[src/rtl/dmux_8way16bit_reg_chip.sv]
// Registered 8-way demultiplexer/dispatcher. One word per cycle enters on a
// valid/ready port and is routed to one channel (sel) or to all eight (bcast).
// Each channel is a one-entry holding register with its own valid/ready pair.
module dmux_8way16bit_reg_chip #(
  parameter int unsigned WIDTH = 16
) (
  input  logic               clk,
  input  logic               rst_n,
  input  logic               in_valid,
  output logic               in_ready,
  input  logic [WIDTH-1:0]   in_data,
  input  logic [2:0]         sel,
  input  logic               bcast,
  output logic [7:0]         out_valid,
  input  logic [7:0]         out_ready,
  output logic [8*WIDTH-1:0] out_data,
  output logic               busy
);

  logic [7:0]       full_q, full_d;
  logic [WIDTH-1:0] data_q [8];
  logic [7:0]       free;
  logic [7:0]       target;
  logic [7:0]       load;
  logic             accept;

  // Slot availability, accept decision and per-slot load mask
  always_comb begin
    free     = ~full_q | out_ready;
    in_ready = bcast ? (&free) : free[sel];
    accept   = in_valid && in_ready;
    target   = bcast ? 8'hFF : (8'h01 << sel);
    load     = accept ? target : 8'h00;
    // Load wins over drain, so a slot loaded while draining stays full.
    full_d   = load | (full_q & ~out_ready);
  end

  // Full flags and holding registers; data retained after drain
  always_ff @(posedge clk or negedge rst_n) begin
    if (!rst_n) begin
      full_q <= 8'h00;
      for (int i = 0; i < 8; i++) begin
        data_q[i] <= '0;
      end
    end else begin
      full_q <= full_d;
      for (int i = 0; i < 8; i++) begin
        if (load[i]) begin
          data_q[i] <= in_data;
        end
      end
    end
  end

  // Output packing
  always_comb begin
    out_valid = full_q;
    busy      = |full_q;
    for (int i = 0; i < 8; i++) begin
      out_data[i*WIDTH +: WIDTH] = data_q[i];
    end
  end

endmodule
[config.mk]
export PLATFORM = sky130hd
export DESIGN_NAME = dmux_8way16bit_reg_chip
export DESIGN_NICKNAME = d
export VERILOG_FILES = /design/src/rtl/dmux_8way16bit_reg_chip.sv
export SDC_FILE = /design/constraint.sdc
export NUM_CORES = 1
export LEC_CHECK = 0
export ABC_AREA = 1
export BUFFER_PORTS_ARGS = -buffer_cell sky130_fd_sc_hd__buf_2
export CORE_UTILIZATION = 30
export DETAILED_ROUTE_END_ITERATION = 6
export PLACE_DENSITY = 0.49
export SYNTH_ARGS = -nofsm -noshare
export SYNTH_HDL_FRONTEND = slang
export SYNTH_SLANG_ARGS = --single-unit
[constraint.sdc]
create_clock -name clk -period 2.4 [get_ports clk]
set_input_delay 0.24 -clock clk [delete_from_list [all_inputs] [get_ports clk]]
set_output_delay 0.24 -clock clk [all_outputs]
set_load 0.01 [all_outputs]
After elaboration in Yosys (flattened, before gate mapping):

Index checks and enable logic that the tools add are counted.

* output and inout bits: 138
* register bits: 136
* input bits: 31

* mux-type cells: 5
* reductions and logical operators: 3
* order comparisons: 1
* bitwise gates (word level): 5
* shift-type cells: 1

Operator list (number)
* $mux W8: 2
* $not A8 Y8: 2
* $or A8 B8 Y8: 2
* $and A8 B8 Y8: 1
* $reduce_and A8 Y1: 1
* $reduce_or A8 Y1: 1
* $shl A1 B3 Y8 const A: 1
* $lt A3 B4 Y1 const B: 1
* $bmux W1 S3: 1
* $mux W1: 2
* $logic_and A1 B1 Y1: 1

Depth between registers and ports, before layout:

* depth after elaboration: 8
* depth in mapped cells: 12
* mapped depth without buffers: 10

Least setup slack after synthesis:

No wires, ideal clock.

* path kind: register to register
* start: register full_q[0] (netlist: out_valid[0])
* end: register data_q (netlist bit out_data[118])
* stages on the path, launching flop included: 12
* library setup time: 0.118 ns
* slack: 0.828 ns
* buffers on the path: 1
* arrival: 1.454 ns
* cell sequence: dfrtp_1 inv_1 nor2_1 inv_1 nand2_1 nor2_1 nand2_1 nand2_4 nand4_4 buf_4 nand2_1 nand2_1

* word-level cells in the longest chain between the ends: 7
* elaborated cells on any way between the ends: 8

Ends and longest elaborated chain
* from (decl): RTL line 20 `logic [7:0] full_q, full_d;`
* from (signal assigned): RTL line 46 `full_q <= full_d;`
* $not A8 Y8 (*): RTL line 29 `free = ~full_q | out_ready;`
* $or A8 B8 Y8 (*): RTL line 29
* $bmux W1 S3: RTL line 30 `in_ready = bcast ? (&free) : free[sel];`
* $mux W1 (implied by the code): RTL line 30
* $mux W1 (*): RTL line 30
* $logic_and A1 B1 Y1 (*): RTL line 31 `accept = in_valid && in_ready;`
* $mux W8 (*): RTL line 33 `load = accept ? target : 8'h00;`
* to (signal, indexed assignment): RTL line 49 `data_q[i] <= in_data;`
* to (decl): RTL line 21 `logic [WIDTH-1:0] data_q [8];`

Every way passes the cells marked *; elsewhere a longest branch is shown, timed or not. The select of a mux whose other input is x is not followed.
A chain may end at the register's enable or synchronous reset.

Worst setup path after layout:

* start: register full_q[7] (netlist: out_valid[7])
* end: output in_ready

* word-level cells in the longest chain between the ends: 5
* elaborated cells on any way between the ends: 6

Ends and longest elaborated chain
* $not A8 Y8 (*): RTL line 29
* $or A8 B8 Y8 (*): RTL line 29
* $bmux W1 S3: RTL line 30
* $mux W1 (implied by the code): RTL line 30
* $mux W1 (*): RTL line 30
* to (decl): RTL line 10 `output logic in_ready,`

Marks and branches as above.

==> results.cfg <==
[run_status]
status = finished, final reports clean

[drt]
drc = 0
initialDrtViolationCount = 391
drt_pass1_iterations = 5
via_per_inst = 4.937
vias = 5362
avgRoutedWirePerCell_um = 19.24
wl_um = 20890
final_antenna_net_count = 0

[critical_path]
cp.required_ns = 2.16
slowest_stage = dfrtp_1
worstPathMaxFanout = 29
crit_path_end_kind = output pin
cp_cell_sequence = nand2_1, nor2_1, nor2_2, nand3_2, nand2_1, nand2_1, nand2_8, buf_12, buf_2
path_common_cell = nand2_1
cp-start-kind = flip-flop
max_stage_delay_ns = 0.39
arrival_ns = 2.07
critPathKind = flip-flop to output pin

[placement]
placement.setup.worst_slack_ns = 0.5004
globalplace.congestion = 0.7757
port_buffers = 168
dpl.cell_count = 1050
dp_hpwl_um = 13240
place_area_um2 = 7076

[die]
pin_count = 169
die_y_um = 144.4
dieArea_um2 = 20860
die_x_um = 144.4
start_util = 0.3097
rows = 51
coreArea_um2 = 19650

[logic_synthesis]
async_reset_ff_frac = 1.000
synth.distinct_cells = 24
yosysTopAreaCell = dfrtp_1
netlist_top_cells_area = dfrtp_1, nand2_1, nand4_1
synth.top_cell.area_share = 0.5592
syn_area_per_cell_um2 = 9.165
synth_edf_count = 0
syn_area_um2 = 6086
synth_nets = 695
synth_cells = 664
synth.most_common_cell = nand2_1
yosysWarningCount = 0
yosysSeqAreaShare = 0.5592
synth_common_cells = nand2_1, dfrtp_1, nand4_1, clkbuf_1, inv_1
synth-seq-cells = 136
ys_dominant_reg_cell = dfrtp_1

[global_routing]
grt_util_all_layers = 0.2052
grt_pass1_vias = 5100
grt_pass1_wl_um = 31070
antenna_found_initial = 0
grt_max_degree = 64
overflow = 0

[timing]
slew_headroom = 0.5910
fin_skew_ns = 0.02117
period_minus_slack_ns = 2.309
hold_ws_ns = 0.08757
fin_crit_sh = 0.9622
hold_viol_final = 0
finalSetupViolations = 0
max_freq_mhz = 433.0
setup_ws_ns = 0.09078
slew_violations = 0
fin_setup_tns_ns = 0
worst_slew_pin_slew_ns = 0.6135

[min_path]
hold_path.class = input pin to flip-flop

[power]
finalPower_mw = 7.938
power_per_cell_area_nw_per_um2 = 1029
irDropWorstVdd_uv = 434.1
power_leakage_nw = 4.197

[layout]
n_antenna_cell = 0
stdcell_count = 1086
multi_input_area_um2 = 2260
seqCellArea_um2 = 3403
fin_nets = 839
finalInstanceArea_um2 = 7717
utilization = 0.3927
fillCellCount = 2080
drive_above_1_share = 0.2948
area_delta_synth_final_pct = 26.81

[flow_run]
max-cap-violations = 0

[clock_network]
htreeDepth = 4
cts.path.max_buffers = 2
clk_pin_slew_ns = 0.06
cts_tree = built
numCtsBuffers = 17
clk_latency_ns = 0.43
root_buffer = clkbuf_16
cts_sinks = 136
==> placed cells by master (no fill, tap or decap), drive strengths merged <==
cell type    instances
inv                 17
nor2                14
buf                185
bufinv               3
o21ai                8
nand3                3
and3                 1
clkbuf              19
a21oi                2
clkinv               6
dlygate4sd3          1
nand2              283
clkinvlp             4
nand4              137
nor4                 2
dfrtp              136
==> worst max-delay path: cells and delay by family (launching register included) <==
family        cells  cell delay, ns
simple gates      7            0.92
flops             1            0.39
buf+inv           2            0.34
==> final timing paths <==
kind | start | endpoint | slack [ns] | depth (start not counted)
setup / recovery | out_valid[7] | in_ready | 0.09 | 9
hold / removal | out_ready[0] | out_valid[0] | 0.09 | 4
setup reg to reg | out_valid[7] | out_data[81] | 0.35 | 11
hold reg to reg | out_data[5] | out_data[5] | 0.47 | 2
max in group asynchronous | rst_n | out_valid[3] | 1.35 | 3
min in group asynchronous | rst_n | out_data[58] | 0.38 | 2
==> power by group <==
part / internal, mW / switching [mW]
registers: 2.86 / 0.343
clock network: 1.65 / 1.02
logic: 0.771 / 1.29
==> state kept, by name (all words and copies together), names as in the netlist <==
register	cells
out_valid	8
out_data	128
==> metal layers <==
layer | wire [um] | global-route usage | up-vias
met2 | 10040 | 0.3191 | 187
li1 | - | - | 2546
met1 | 9464 | 0.2834 | 2619
met4 | 178 | 0.06316 | 0
met3 | 1208 | 0.04503 | 10
met5 | 0 | 0 | -
==> cell families (layout without fill, tap and decap cells) <==
group / Yosys count / in the layout / share of synthesized area
AND/OR/NAND/NOR: 439 / 440 / 0.3553
buffers and inverters: 79 / 235 / 0.07360
AO/OA/AOI/OAI: 10 / 10 / 0.01192
flip-flops: 136 / 136 / 0.5592
==> area by class of cell <==
type | instances | area share
Timing Repair Buffer | 186 | 0.1376
Clock buffer | 19 | 0.05739
Tap cell | 265 | 0.04296
Sequential cell | 136 | 0.4410
Inverter | 17 | 0.008268
Multi-Input combinational cell | 450 | 0.2928
Clock inverter | 13 | 0.01994
==> what timing repair did <==
action,CTS,global route
buffers inserted,0,2
endpoints found under the setup margin,0,1
resized for setup,0,1
hold endpoints to repair,57,0
hold buffers,1,0
(Power assumes the default switching activity.)
